`src/rtl/fft_pkg.sv`:
```
// Shared types, constants and twiddle tables for the sequential DFT power-spectrum engine.
package fft_pkg;

  typedef enum logic [1:0] {LOAD, MAC, MAG, EMIT} state_t;

  function automatic int clog2(input int v);
    int r;
    r = 0;
    while ((1 << r) < v) r++;
    return r;
  endfunction

  // round(127*cos/sin(2*pi*m/N)), i.e. Q1.7 twiddles
  localparam logic signed [7:0] COS4 [4] = '{8'sd127, 8'sd0, -8'sd127, 8'sd0};
  localparam logic signed [7:0] SIN4 [4] = '{8'sd0, 8'sd127, 8'sd0, -8'sd127};

  localparam logic signed [7:0] COS8 [8] = '{8'sd127, 8'sd90, 8'sd0, -8'sd90,
                                            -8'sd127, -8'sd90, 8'sd0, 8'sd90};
  localparam logic signed [7:0] SIN8 [8] = '{8'sd0, 8'sd90, 8'sd127, 8'sd90,
                                            8'sd0, -8'sd90, -8'sd127, -8'sd90};

  localparam logic signed [7:0] COS16 [16] = '{8'sd127, 8'sd117, 8'sd90, 8'sd49,
                                              8'sd0, -8'sd49, -8'sd90, -8'sd117,
                                              -8'sd127, -8'sd117, -8'sd90, -8'sd49,
                                              8'sd0, 8'sd49, 8'sd90, 8'sd117};
  localparam logic signed [7:0] SIN16 [16] = '{8'sd0, 8'sd49, 8'sd90, 8'sd117,
                                              8'sd127, 8'sd117, 8'sd90, 8'sd49,
                                              8'sd0, -8'sd49, -8'sd90, -8'sd117,
                                              -8'sd127, -8'sd117, -8'sd90, -8'sd49};

  function automatic logic signed [7:0] tw_cos(input int n, input logic [3:0] m);
    case (n)
      4:       return COS4[m[1:0]];
      16:      return COS16[m];
      default: return COS8[m[2:0]];
    endcase
  endfunction

  function automatic logic signed [7:0] tw_sin(input int n, input logic [3:0] m);
    case (n)
      4:       return SIN4[m[1:0]];
      16:      return SIN16[m];
      default: return SIN8[m[2:0]];
    endcase
  endfunction

endpackage

```
`src/rtl/fft_twiddle_rom.sv`:
```
// Combinational twiddle lookup: index m -> cos/sin in Q1.(TW_W-1).
// Tables are exact at TW_W=8; other widths are shifted copies of the 8-bit values.
module fft_twiddle_rom
  import fft_pkg::*;
#(
  parameter int N    = 8,
  parameter int TW_W = 8
) (
  input  logic [clog2(N)-1:0] i_m,
  output logic signed [TW_W-1:0] o_cos,
  output logic signed [TW_W-1:0] o_sin
);

  logic [3:0]        w_m4;
  logic signed [7:0] w_c8;
  logic signed [7:0] w_s8;

  assign w_m4 = 4'(i_m);
  assign w_c8 = tw_cos(N, w_m4);
  assign w_s8 = tw_sin(N, w_m4);

  if (TW_W >= 8) begin : g_up
    assign o_cos = TW_W'(w_c8) <<< (TW_W - 8);
    assign o_sin = TW_W'(w_s8) <<< (TW_W - 8);
  end else begin : g_dn
    assign o_cos = TW_W'(w_c8 >>> (8 - TW_W));
    assign o_sin = TW_W'(w_s8 >>> (8 - TW_W));
  end

endmodule

```
`src/rtl/fft_power_spectrum_seq.sv`:
```
// Sequential N-point DFT power spectrum: load N samples, one complex MAC per cycle per bin,
// then scaled/saturated |X[k]|^2 streamed out. Optional peak tracker: FFT_PEAK_DETECT_EN.
module fft_power_spectrum_seq
  import fft_pkg::*;
#(
  parameter int N         = 8,
  parameter int DATA_W    = 8,
  parameter int IN_SIGNED = 0,
  parameter int TW_W      = 8,
  parameter int OUT_W     = 16,
  parameter int MAG_SHIFT = 8
) (
  input  logic                clk,
  input  logic                rst_n,
  input  logic                ena,
  input  logic [DATA_W-1:0]   s_data,
  input  logic                s_valid,
  output logic                s_ready,
  output logic [OUT_W-1:0]    m_data,
  output logic [clog2(N)-1:0] m_bin,
  output logic                m_valid,
  input  logic                m_ready,
  output logic                m_last,
  output logic                busy
`ifdef FFT_PEAK_DETECT_EN
  ,
  output logic [clog2(N)-1:0] peak_bin,
  output logic [OUT_W-1:0]    peak_mag,
  output logic                peak_valid
`endif
);

  localparam int LOG2N = clog2(N);
  localparam int ACC_W = DATA_W + 1 + TW_W + LOG2N;
  localparam int PW    = 2 * ACC_W + 1;
  localparam logic [LOG2N-1:0] LAST = LOG2N'(N - 1);

  function automatic logic [PW-1:0] scale_mag(input logic [PW-1:0] p);
    return p >> MAG_SHIFT;
  endfunction

  function automatic logic [OUT_W-1:0] sat_mag(input logic [PW-1:0] p);
    if ((p >> OUT_W) != '0) return '1;
    return p[OUT_W-1:0];
  endfunction

  state_t                  r_state, w_next;
  logic [LOG2N-1:0]        r_n, r_k, w_m;
  logic [DATA_W-1:0]       r_x [N];
  logic signed [DATA_W:0]  w_xe;
  logic signed [TW_W-1:0]  w_cos, w_sin;
  logic signed [ACC_W-1:0] r_acc_re, r_acc_im, w_prod_re, w_prod_im, w_re, w_im;
  logic signed [2*ACC_W-1:0] w_sq_re, w_sq_im;
  logic [PW-1:0]           w_pwr;
  logic                    r_m_valid, r_m_last;
  logic [OUT_W-1:0]        r_m_data;
  logic [LOG2N-1:0]        r_m_bin;
  logic                    w_s_hs, w_m_hs;

  assign w_s_hs = ena & s_valid & (r_state == LOAD);
  assign w_m_hs = ena & r_m_valid & m_ready;

  assign m_data  = r_m_data;
  assign m_bin   = r_m_bin;
  assign m_valid = r_m_valid;
  assign m_last  = r_m_last;

  always_ff @(posedge clk) begin
    if (!rst_n) r_state <= LOAD;
    else if (ena) r_state <= w_next;
  end

  always_comb begin
    w_next  = r_state;
    s_ready = 1'b0;
    busy    = 1'b1;
    case (r_state)
      LOAD: begin
        s_ready = 1'b1;
        busy    = 1'b0;
        if (s_valid && r_n == LAST) w_next = MAC;
      end
      MAC:  if (r_n == LAST) w_next = MAG;
      MAG:  w_next = EMIT;
      EMIT: if (m_ready) w_next = (r_k == LAST) ? LOAD : MAC;
      default: w_next = LOAD;
    endcase
  end

  always_ff @(posedge clk) begin
    if (rst_n && w_s_hs) r_x[r_n] <= s_data;
  end

  // MAC term: m = k*n mod N falls out of the LOG2N-bit product truncation
  assign w_m  = r_k * r_n;
  assign w_xe = (IN_SIGNED != 0) ? $signed({r_x[r_n][DATA_W-1], r_x[r_n]})
                                 : $signed({1'b0, r_x[r_n]});

  fft_twiddle_rom #(.N(N), .TW_W(TW_W)) u_rom (
    .i_m   (w_m),
    .o_cos (w_cos),
    .o_sin (w_sin)
  );

  assign w_prod_re = w_xe * w_cos;
  assign w_prod_im = w_xe * w_sin;

  // Magnitude: drop twiddle fraction with floor, then square and sum
  assign w_re    = r_acc_re >>> (TW_W - 1);
  assign w_im    = r_acc_im >>> (TW_W - 1);
  assign w_sq_re = w_re * w_re;
  assign w_sq_im = w_im * w_im;
  assign w_pwr   = {1'b0, w_sq_re} + {1'b0, w_sq_im};

  always_ff @(posedge clk) begin
    if (!rst_n) begin
      r_n       <= '0;
      r_k       <= '0;
      r_acc_re  <= '0;
      r_acc_im  <= '0;
      r_m_valid <= 1'b0;
      r_m_last  <= 1'b0;
      r_m_data  <= '0;
      r_m_bin   <= '0;
    end else if (ena) begin
      case (r_state)
        LOAD: if (w_s_hs) r_n <= r_n + 1'b1;
        MAC: begin
          r_acc_re <= r_acc_re + w_prod_re;
          r_acc_im <= r_acc_im - w_prod_im;
          r_n      <= r_n + 1'b1;
        end
        MAG: begin
          r_m_data  <= sat_mag(scale_mag(w_pwr));
          r_m_bin   <= r_k;
          r_m_last  <= (r_k == LAST);
          r_m_valid <= 1'b1;
          r_acc_re  <= '0;
          r_acc_im  <= '0;
        end
        EMIT: if (w_m_hs) begin
          r_m_valid <= 1'b0;
          r_m_last  <= 1'b0;
          r_k       <= r_k + 1'b1;
        end
        default: ;
      endcase
    end
  end

`ifdef FFT_PEAK_DETECT_EN
  logic [OUT_W-1:0] r_run_mag, r_peak_mag, w_pk_mag;
  logic [LOG2N-1:0] r_run_bin, r_peak_bin, w_pk_bin;
  logic             r_peak_valid, w_pk_take;

  // Strict greater-than keeps the lowest bin on ties; bin 0 restarts the search
  assign w_pk_take = (r_m_bin == '0) || (r_m_data > r_run_mag);
  assign w_pk_mag  = w_pk_take ? r_m_data : r_run_mag;
  assign w_pk_bin  = w_pk_take ? r_m_bin  : r_run_bin;

  always_ff @(posedge clk) begin
    if (!rst_n) begin
      r_run_mag    <= '0;
      r_run_bin    <= '0;
      r_peak_mag   <= '0;
      r_peak_bin   <= '0;
      r_peak_valid <= 1'b0;
    end else if (ena) begin
      r_peak_valid <= 1'b0;
      if (w_m_hs) begin
        r_run_mag <= w_pk_mag;
        r_run_bin <= w_pk_bin;
        if (r_m_last) begin
          r_peak_mag   <= w_pk_mag;
          r_peak_bin   <= w_pk_bin;
          r_peak_valid <= 1'b1;
        end
      end
    end
  end

  assign peak_bin   = r_peak_bin;
  assign peak_mag   = r_peak_mag;
  assign peak_valid = r_peak_valid;
`else
  // Peak tracking compiled out; the core datapath is unchanged.
`endif

endmodule

```
`config.mk`:
```
export PLATFORM = sky130hd
export DESIGN_NAME = fft_power_spectrum_seq
export DESIGN_NICKNAME = d
export VERILOG_FILES = /design/src/rtl/fft_pkg.sv /design/src/rtl/fft_twiddle_rom.sv /design/src/rtl/fft_power_spectrum_seq.sv
export SDC_FILE = /design/constraint.sdc
export NUM_CORES = 1
export LEC_CHECK = 0
export ABC_CLOCK_PERIOD_IN_PS = 10200
export CAP_MARGIN = 10
export CORE_MARGIN = 2
export CORE_UTILIZATION = 35
export CTS_BUF_LIST = sky130_fd_sc_hd__clkbuf_4
export DETAILED_ROUTE_END_ITERATION = 10
export PLACE_DENSITY_LB_ADDON = 0.12
export SLEW_MARGIN = 5
export SYNTH_ARGS = -nofsm -noshare
export SYNTH_HDL_FRONTEND = slang
export SYNTH_HIERARCHICAL = 1
export SYNTH_SLANG_ARGS = --single-unit
```
`constraint.sdc`:
```
create_clock -name clk -period 10.2 [get_ports clk]
set_clock_uncertainty 0.1 [all_clocks]
set_input_delay 1.02 -clock clk [delete_from_list [all_inputs] [get_ports clk]]
set_output_delay 1.02 -clock clk [all_outputs]
set_load 0.01 [all_outputs]
```
==> results.yml, run 1 <==
outcome:
  status: "finished clean"
global_routing:
  grt_pass1_vias: 17346
  gr-usage-met2_pct: 29.2
  grt_pass1_wl_mm: 92.0
  use_met3_pct: 1.96
  grt_max_degree: 57
  busiest_layer: "met2"
  track_usage_pct: 16.8
  use_met1_pct: 22.6
  overflow: 0
  antenna_found_initial: 4
placed_design:
  hpwlAfterDp_mm: 44.2
  dp_cells: 3279
  preCtsSetupSlack_ns: 2.03
  port-buffer-count: 35
  place_congestion: 0.815
  dpl-instance-area_um2: 24600
worst_setup_path:
  path_class: "flip-flop to flip-flop"
  startpoint_type: "flip-flop"
  crit_chain: "nand2_1 -> fa_1 -> inv_1 -> fa_1 -> inv_1 -> fa_1 -> inv_1 -> fa_1 -> fa_1 -> ha_1 -> ha_1 -> a21o_1 -> nor4_1 -> a21oi_1 -> a21o_1 -> a21oi_1 -> xnor2_1 -> ha_1 -> nand4_1 -> or3_1 -> o21ai_0 -> a21oi_1 -> o21ba_2 -> a21oi_1"
  crit_slowest_cell: "dfxtp_1"
  regToRegSetupSlack_ns: 2.01
  cp_max_fo: 27
  path_common_cell: "fa_1"
  critPathRequiredTime_ns: 10.70
  cp.arrival_ns: 8.69
  r2r_cells: 24
  max_stage_delay_ns: 0.96
  crit_path_end_kind: "flip-flop"
die:
  num_rows: 94
  die_w_um: 262
  core_um2: 65900
  initial_core_util_pct: 35.4
  die_area_um2: 68800
  die_y_um: 262
  top_level_ports: 36
synth:
  yosysUniqueCellTypes: 69
  synthCells: 2441
  yosysTopAreaCellShare_pct: 33.0
  synth_warnings: 6
  syn_area_um2: 23300
  seq_area_frac_synth_pct: 14.4
  syn_area_per_cell_um2: 9.56
  ys_seq_elements: 136
  netlist_top_cells_area: "fa_1 (33%), ha_1 (16%), inv_1 (8.7%)"
  synth_common_cells: "inv_1 (540), fa_1 (385), ha_1 (296), nand2_1 (217), nor2_1 (93)"
  synth_ff_type: "dfxtp_1"
  async_flop_share_pct: 0
  synth_nets: 3135
  yosysTopAreaCell: "fa_1"
  synth-edff-count: 64
  yosysMostFrequentCell: "inv_1"
clock_network:
  clkTransAtPathRegs_ns: 0.15
  cts_hold_buf: 0
  cts_tree: "yes"
  h-tree-depth: 4
  cts_sinks: 136
  clk_path_buf_depth: 2
  clk_latency_ns: 0.67
  cts_resized: 0
  cts_setup_buffers: 0
  cts_buffers: 17
  cts_root_buf: "clkbuf_4"
min_path:
  hp-class: "flip-flop to flip-flop"
  whs_path_depth: 2
layout:
  drive_gt1_share_pct: 3.80
  final_cell_count_no_fill: 3313
  fin_util_pct: 37.7
  syn_to_final_growth_pct: 6.39
  final_cell_area_um2: 24800
  n_fill_cell: 6653
  nNetsFinal: 3128
routing:
  drt_iter0_drc: 604
  wire_per_inst_um: 16.4
  drtPass1Iterations: 5
  antenna_left: 0
  totalWireLength_mm: 54.4
  vias_per_cell: 4.74
  vias: 15694
  drc_errors: 0
sta:
  hold_viol_final: 0
  worst_slack_ns: 2.01
  tightest_slew_ns: 1.09
  fmax_mhz: 122
  tns_ns: 0
  final-setup-viol-count: 0
  hold_slack_ns: 0.381
  rsz0062_at_grt: "no"
  fin_crit_ns: 8.19
  drv_slew: 0
  period_share_pct: 80.3
  relSlewSlack_pct: 27.2
power:
  irDropWorstVdd_uv: 121
  power.leakage_nw: 13.0
  powerDensity_nw_per_um2: 76.0
  power.total_mw: 1.89
job:
  cap_violations: 0
==> final timing paths <==
| kind | start | end |
|---|---|---|
| setup / recovery | r_acc_re[19] | m_data[14] |
| hold / removal | m_bin[0] | m_bin[0] |
| setup reg to reg | r_acc_re[19] | m_data[14] |
| hold reg to reg | m_bin[0] | m_bin[0] |
==> power breakdown <==
group	leakage [nW]	switching [mW]	total, mW	internal (mW)
logic	11.7	0.511	0.931	0.420
clock network	0.137	0.248	0.381	0.132
registers	1.16	0.00301	0.576	0.573
total	13.0	0.762	1.89	1.13
==> critical path: cells and delay by family (launching register included) <==
family | cells | cell delay [ns]
simple gates | 4 | 0.97
compound gates | 8 | 1.75
flops | 1 | 0.96
xor+xnor | 1 | 0.10
buf+inv | 3 | 0.37
fa+ha+maj | 8 | 3.86
==> logic make-up (layout without fill, tap and decap cells) <==
logic type,count (synthesis),after routing,synth area share [%]
AOI/OAI and AO/OA,280,280,7.62
and+or+nand+nor,577,577,12.1
other,1,3,0.0161
muxes,37,37,2.61
DFF,136,136,14.4
buffers and inverters,614,620,10.0
adders and majority gates,681,681,48.9
xor gates and xnor gates,115,115,4.31
==> state kept, by name (all words and copies together), names as in the netlist, named ones only <==
| register | cells |
|---|---|
| r_state | 2 |
| r_k | 3 |
| m_valid | 1 |
| r_acc_im | 20 |
| r_n | 3 |
| r_acc_re | 20 |
| m_bin | 3 |
| m_data | 16 |
| r_x | 64 |
| m_last | 1 |
==> area by class of cell <==
cell class / count / area [µm²] / share of cell area (%)
Antenna cell: 2 / 5.00 / 0.0202
Clock buffer: 20 / 150 / 0.605
Clock inverter: 12 / 118 / 0.474
Inverter: 541 / 2030 / 8.18
Multi-Input combinational cell: 1691 / 17700 / 71.1
Sequential cell: 136 / 3360 / 13.5
Tap cell: 864 / 1080 / 4.35
Timing Repair Buffer: 47 / 435 / 1.75
==> cell usage in the layout (no fill, tap or decap), types with 10 or more instances in the layout <==
| cell type | instances |
|---|---|
| inv_1 | 540 |
| fa_1 | 385 |
| ha_1 | 296 |
| nand2_1 | 217 |
| nor2_1 | 93 |
| a21oi_1 | 84 |
| and2_1 | 81 |
| xnor2_1 | 80 |
| nor2b_1 | 72 |
| dfxtp_1 | 72 |
| edfxtp_1 | 64 |
| o21ai_0 | 58 |
| a21o_1 | 44 |
| xor2_1 | 35 |
| clkdlybuf4s50_1 | 34 |
| clkbuf_4 | 20 |
| nand2b_1 | 19 |
| nand3_1 | 18 |
| nor3_1 | 16 |
| mux4_2 | 15 |
| o21a_1 | 14 |
| buf_4 | 12 |
| or2_2 | 10 |
| o21bai_1 | 10 |
| a22oi_1 | 10 |
==> routing by layer <==
metal / up-vias / wire (µm)
met3: 33 / 1030
met5: - / 9
met1: 7912 / 26100
li1: 7621 / -
met4: 2 / 660
met2: 126 / 26600
Power figures use the tool's default switching activity.
==> inputs of run 2 (changes only) <==
--- a/config.mk
+++ b/config.mk
@@ -5,7 +5,7 @@
 export SDC_FILE = /design/constraint.sdc
 export NUM_CORES = 1
 export LEC_CHECK = 0
-export ABC_CLOCK_PERIOD_IN_PS = 10200
+export ABC_CLOCK_PERIOD_IN_PS = 6700
 export CAP_MARGIN = 10
 export CORE_MARGIN = 2
 export CORE_UTILIZATION = 35
==> constraint.sdc (replaced) <==
create_clock -name clk -period 6.7 [get_ports clk]
set_clock_uncertainty 0.1 [all_clocks]
set_input_delay 0.67 -clock clk [delete_from_list [all_inputs] [get_ports clk]]
set_output_delay 0.67 -clock clk [all_outputs]
set_load 0.01 [all_outputs]
==> results.yml, run 2 (synthesized netlist as in run 1, its figures left out) <==
die:
  core_um2: 65900
  num_rows: 94
  die_area_um2: 68800
  die_y_um: 262
  top_level_ports: 36
  die_w_um: 262
  initial_core_util_pct: 35.4
sta:
  final-setup-viol-count: 15
  fmax_mhz: 147
  drv_slew: 0
  fin_crit_ns: 6.80
  relSlewSlack_pct: 34.6
  tns_ns: -1.30
  hold_viol_final: 0
  worst_slack_ns: -0.0990
  tightest_slew_ns: 0.977
  rsz0062_at_grt: "yes"
  period_share_pct: 101
worst_setup_path:
  cp_max_fo: 8
  cp.arrival_ns: 7.27
  startpoint_type: "flip-flop"
  r2r_end: "m_data[14]"
  crit_path_end_kind: "flip-flop"
  r2r_cells: 27
  regToRegSetupSlack_ns: -0.1
  path_delay_family: "adder cells"
  worstReg2RegStart: "r_acc_re[10]"
  crit_buf_inv: 3
  max_stage_delay_ns: 0.54
  path_class: "flip-flop to flip-flop"
  critPathRequiredTime_ns: 7.17
  crit_slowest_cell: "fa_1"
  path_common_cell: "fa_1"
layout:
  largest_register_ffs: 64
  nNetsFinal: 3444
  largest_registers: "r_x x64, r_acc_im x20, r_acc_re x20"
  n_fill_cell: 6503
  drive_gt1_share_pct: 21.5
  syn_to_final_growth_pct: 21.8
  mostFrequentLayoutCells: "inv_1 (530), fa_1 (374), buf_4 (311)"
  layout_commonest_cell: "inv_1"
  multiInputGateArea_um2: 18600
  largest-register: "r_x"
  register_area_um2: 3440
clock_network:
  h-tree-depth: 4
  cts_sinks: 136
  clkTransAtPathRegs_ns: 0.16
  cts_root_buf: "clkbuf_4"
  cts_buffers: 17
  cts_tree: "yes"
  clk_path_buf_depth: 2
  clk_latency_ns: 0.69
min_path:
  whs_path_depth: 2
  hp-class: "flip-flop to flip-flop"
  whs_endpoint: "m_bin[0]"
  hold_start: "m_bin[0]"
routing:
  vias: 16985
  drtPass1Iterations: 7
  totalWireLength_mm: 56.9
  drc_errors: 0
  drt_iter0_drc: 656
  antenna_left: 0
  vias_per_cell: 4.68
  wire_per_inst_um: 15.7
placed_design:
  port-buffer-count: 35
  preCtsSetupSlack_ns: -0.544
  hpwlAfterDp_mm: 47.3
  place_congestion: 0.829
power:
  irDropWorstVdd_uv: 165
  power.total_mw: 3.00
  powerDensity_nw_per_um2: 105
  power.leakage_nw: 14.8
job:
  cap_violations: 0
outcome:
  violations: "setup timing"
  status: "finished, violations left"
global_routing:
  grt_pass1_wl_mm: 96.4
  antenna_found_initial: 3
  overflow: 0
  grt_max_degree: 39
  track_usage_pct: 17.4
  grt_pass1_vias: 18802
-- run 2: routing by layer --
metal	global-route usage (%)	share of wire, %
met5	0	0
met1	23.2	46
met4	4.76	2.4
met3	1.91	2.3
met2	30.0	49
-- run 2: where the power goes --
group          switching, mW  total [mW]  internal (mW)
clock                  0.423       0.667          0.244
sequential           0.00165       0.867          0.865
combinational          0.791        1.47          0.676
-- run 2: cell type report --
| class | instances | area share (%) |
|---|---|---|
| Timing Repair Buffer | 362 | 10.2 |
| Clock inverter | 15 | 0.717 |
| Multi-Input combinational cell | 1692 | 65.5 |
| Antenna cell | 3 | 0.0264 |
| Sequential cell | 136 | 12.1 |
| Tap cell | 864 | 3.80 |
| Inverter | 541 | 7.16 |
| Clock buffer | 17 | 0.449 |
-- run 2: worst register-to-register path, stage by stage, from the launching register on --
cell      delay, ns
dfxtp_4        0.46
buf_6          0.13
nand2_4        0.04
fa_1           0.51
fa_1           0.54
inv_1          0.05
fa_1           0.48
fa_1           0.54
fa_1           0.44
fa_1           0.49
ha_4           0.31
nand3_2        0.08
a21boi_2       0.24
inv_2          0.07
a31oi_2        0.20
o21a_1         0.15
nor2_2         0.05
xnor2_2        0.23
ha_4           0.26
a21oi_4        0.15
o21ai_1        0.08
a21o_1         0.15
a21o_1         0.17
a21oi_2        0.13
o21ai_2        0.09
a21oi_4        0.21
o21ba_4        0.27
a21oi_2        0.07
-- run 2: how the worst max path moves through the flow --
| stage | cells past startpoint | end | startpoint |
|---|---|---|---|
| global placement | 23 | m_data[12] | r_acc_re[19] |
| CTS | 29 | m_data[8] | r_acc_re[8] |
| finish | 27 | m_data[14] | r_acc_re[10] |
| global route | 27 | m_data[13] | r_acc_re[10] |
| detailed placement | 24 | m_data[5] | r_acc_re[15] |
| floorplan | 28 | m_data[10] | r_acc_im[18] |
-- run 2: timing repair --
action | 4_1_cts | 5_1_grt
pin swaps | 36 | 91
setup buffers | 10 | 18
gates resized for setup | 75 | 129
setup endpoints to repair | 18 | 26
hold buffers | 0 | 0
gates cloned | 1 | 0
-- run 2: through the flow --
stage	cell area, µm²	hold WS (ns)	std cells	util [%]
finish	28400	0.385	3630	43.2
global route	28400	0.429	3630	43.2
CTS	27700	0.389	3609	42.1
detailed placement	27000	0.367	3566	41.0
global placement	27000	0.378	3566	41.0
floorplan	23700	0.364	2441	-
==> inputs of run 3 (changes only) <==
--- a/config.mk
+++ b/config.mk
@@ -12,6 +12,7 @@
 export CTS_BUF_LIST = sky130_fd_sc_hd__clkbuf_4
 export DETAILED_ROUTE_END_ITERATION = 10
 export PLACE_DENSITY_LB_ADDON = 0.12
+export RECOVER_POWER = 50
 export SLEW_MARGIN = 5
 export SYNTH_ARGS = -nofsm -noshare
 export SYNTH_HDL_FRONTEND = slang
==> results.yml, run 3 (synthesized netlist as in run 1, its figures left out) <==
clock_network:
  cts_root_buf: "clkbuf_4"
  clkTransAtPathRegs_ns: 0.16
  h-tree-depth: 4
  cts_buffers: 17
  clk_path_buf_depth: 2
  cts_hold_buf: 0
  cts_tree: "yes"
  cts_sinks: 136
  clk_latency_ns: 0.69
layout:
  mostFrequentLayoutCells: "inv_1 (530), fa_1 (374), buf_4 (310)"
  drive_gt1_share_pct: 21.5
  syn_to_final_growth_pct: 21.8
  largest_registers: "r_x x64, r_acc_im x20, r_acc_re x20"
  nNetsFinal: 3444
  layout_commonest_cell: "inv_1"
  final_cell_count_no_fill: 3630
  largest-register: "r_x"
  largest_register_ffs: 64
placed_design:
  dp_cells: 3566
  hpwlAfterDp_mm: 47.3
  port-buffer-count: 35
  place_congestion: 0.829
worst_setup_path:
  cp.arrival_ns: 7.29
  path_delay_family: "adder cells"
  crit_buf_inv: 2
  cp-startpoint: "r_acc_re[10]"
  regToRegSetupSlack_ns: -0.12
  worst-path-stages: 27
  crit_slowest_cell: "fa_1"
  critPathRequiredTime_ns: 7.17
  cp_max_fo: 8
  path_class: "flip-flop to flip-flop"
  path_common_cell: "fa_1"
  r2r_end: "m_data[14]"
  max_stage_delay_ns: 0.54
  worstReg2RegStart: "r_acc_re[10]"
  startpoint_type: "flip-flop"
  cp-endpoint: "m_data[14]"
  r2r_cells: 27
  crit_path_end_kind: "flip-flop"
sta:
  rsz0062_at_grt: "yes"
  tightest_slew_ns: 1.48
  fin_crit_ns: 6.82
  hold_viol_final: 0
  hold_slack_ns: 0.385
  period_share_pct: 102
  final-setup-viol-count: 15
  fmax_mhz: 147
  relSlewSlack_pct: 0.694
  worst_slack_ns: -0.117
  drv_slew: 0
power:
  powerDensity_nw_per_um2: 105
  seqPwrFrac_pct: 28.9
  intPower_mw: 1.78
  power.share.clock_pct: 22.3
  power.leakage_nw: 14.8
  swShare_pct: 40.5
  power.total_mw: 3.00
  power.switching_mw: 1.21
  share_comb_of_total_power_pct: 48.8
  irDropWorstVdd_uv: 165
die:
  initial_core_util_pct: 35.4
  top_level_ports: 36
  die_w_um: 262
  die_area_um2: 68800
  core_um2: 65900
  die_y_um: 262
  num_rows: 94
outcome:
  status: "finished, violations left"
  violations: "capacitance limit, setup timing"
routing:
  vias_per_cell: 4.68
  wire_per_inst_um: 15.7
  totalWireLength_mm: 56.9
  drtPass1Iterations: 5
  drt_iter0_drc: 622
  drc_errors: 0
  vias: 16993
  antenna_left: 0
global_routing:
  grt_pass1_vias: 18802
  track_usage_pct: 17.4
  grt_max_degree: 39
  antenna_found_initial: 3
  overflow: 0
  grt_pass1_wl_mm: 96.4
min_path:
  hp-class: "flip-flop to flip-flop"
  whs_path_depth: 2
job:
  cap_violations: 1
## run 3: changes by cell type in the layout (fill, tap and decap cells not counted)
| cell | previous run | this run |
|---|---|---|
| nor3_1 | 14 | 15 |
| clkdlybuf4s50_1 | 34 | 25 |
| nor3_2 | 5 | 4 |
| buf_4 | 311 | 310 |
| and2_1 | 76 | 73 |
| clkbuf_1 | 0 | 1 |
| and2_0 | 0 | 3 |
| dlygate4sd3_1 | 0 | 9 |
## run 3: worst min-delay path by stage
stage,slack (ns),to,startpoint
6_report,0.39,m_bin[0],m_bin[0]
5_1_grt,0.43,m_bin[1],m_bin[1]
4_1_cts,0.39,m_bin[2],m_bin[2]
3_5_place_dp,0.37,m_bin[2],m_bin[2]
3_3_place_gp,0.38,m_bin[1],m_bin[1]
2_1_floorplan,0.36,r_acc_im[5],r_acc_im[5]
## run 3: layout make-up
class | count | area (µm²)
flip-flops and latches | 136 | 3440
diodes | 3 | 7.51
clock buffers | 17 | 128
fillers | 6506 | 37400
repair buffers | 362 | 2910
clock inverters | 15 | 204
multi-input cells | 1692 | 18600
well taps | 864 | 1080
inverters | 541 | 2040
## run 3: power groups by stage
stage | registers (mW) | logic, mW | clock network, mW
2_1_floorplan | 0.893 | 1.11 | 0
3_3_place_gp | 0.892 | 1.41 | 0
3_5_place_dp | 0.893 | 1.45 | 0
4_1_cts | 0.871 | 1.46 | 0.705
5_1_grt | 0.867 | 1.67 | 0.728
6_report | 0.867 | 1.46 | 0.667
## run 3: layer usage
layer	track usage [%]	wire length [µm]
met1	23.2	26300
met3	1.91	1290
met2	30.0	27900
met5	0	0
met4	4.76	1370
## run 3: metrics by stage
step | worst slack (ns) | instance area, µm² | setup TNS, ns | utilization, %
floorplan | 0.000557 | 23700 | 0 | -
global placement | -0.559 | 27000 | -8.79 | 41.0
detailed placement | -0.544 | 27000 | -8.21 | 41.0
CTS | -0.203 | 27700 | -2.64 | 42.1
global route | -0.379 | 28400 | -6.66 | 43.2
finish | -0.117 | 28400 | -1.57 | 43.2
## run 3: worst min-delay path, stage by stage, from the launching register on
cell and delay [ns]:
dfxtp_1 0.34, nand2_1 0.05, a21boi_0 0.06
## run 3: timing repair
action,4_1_cts,5_1_grt
setup buffers,10,18
gates cloned,1,0
endpoints found under the setup margin,18,26
gates resized for setup,75,129
pin swaps,36,91
hold endpoints to repair,0,0
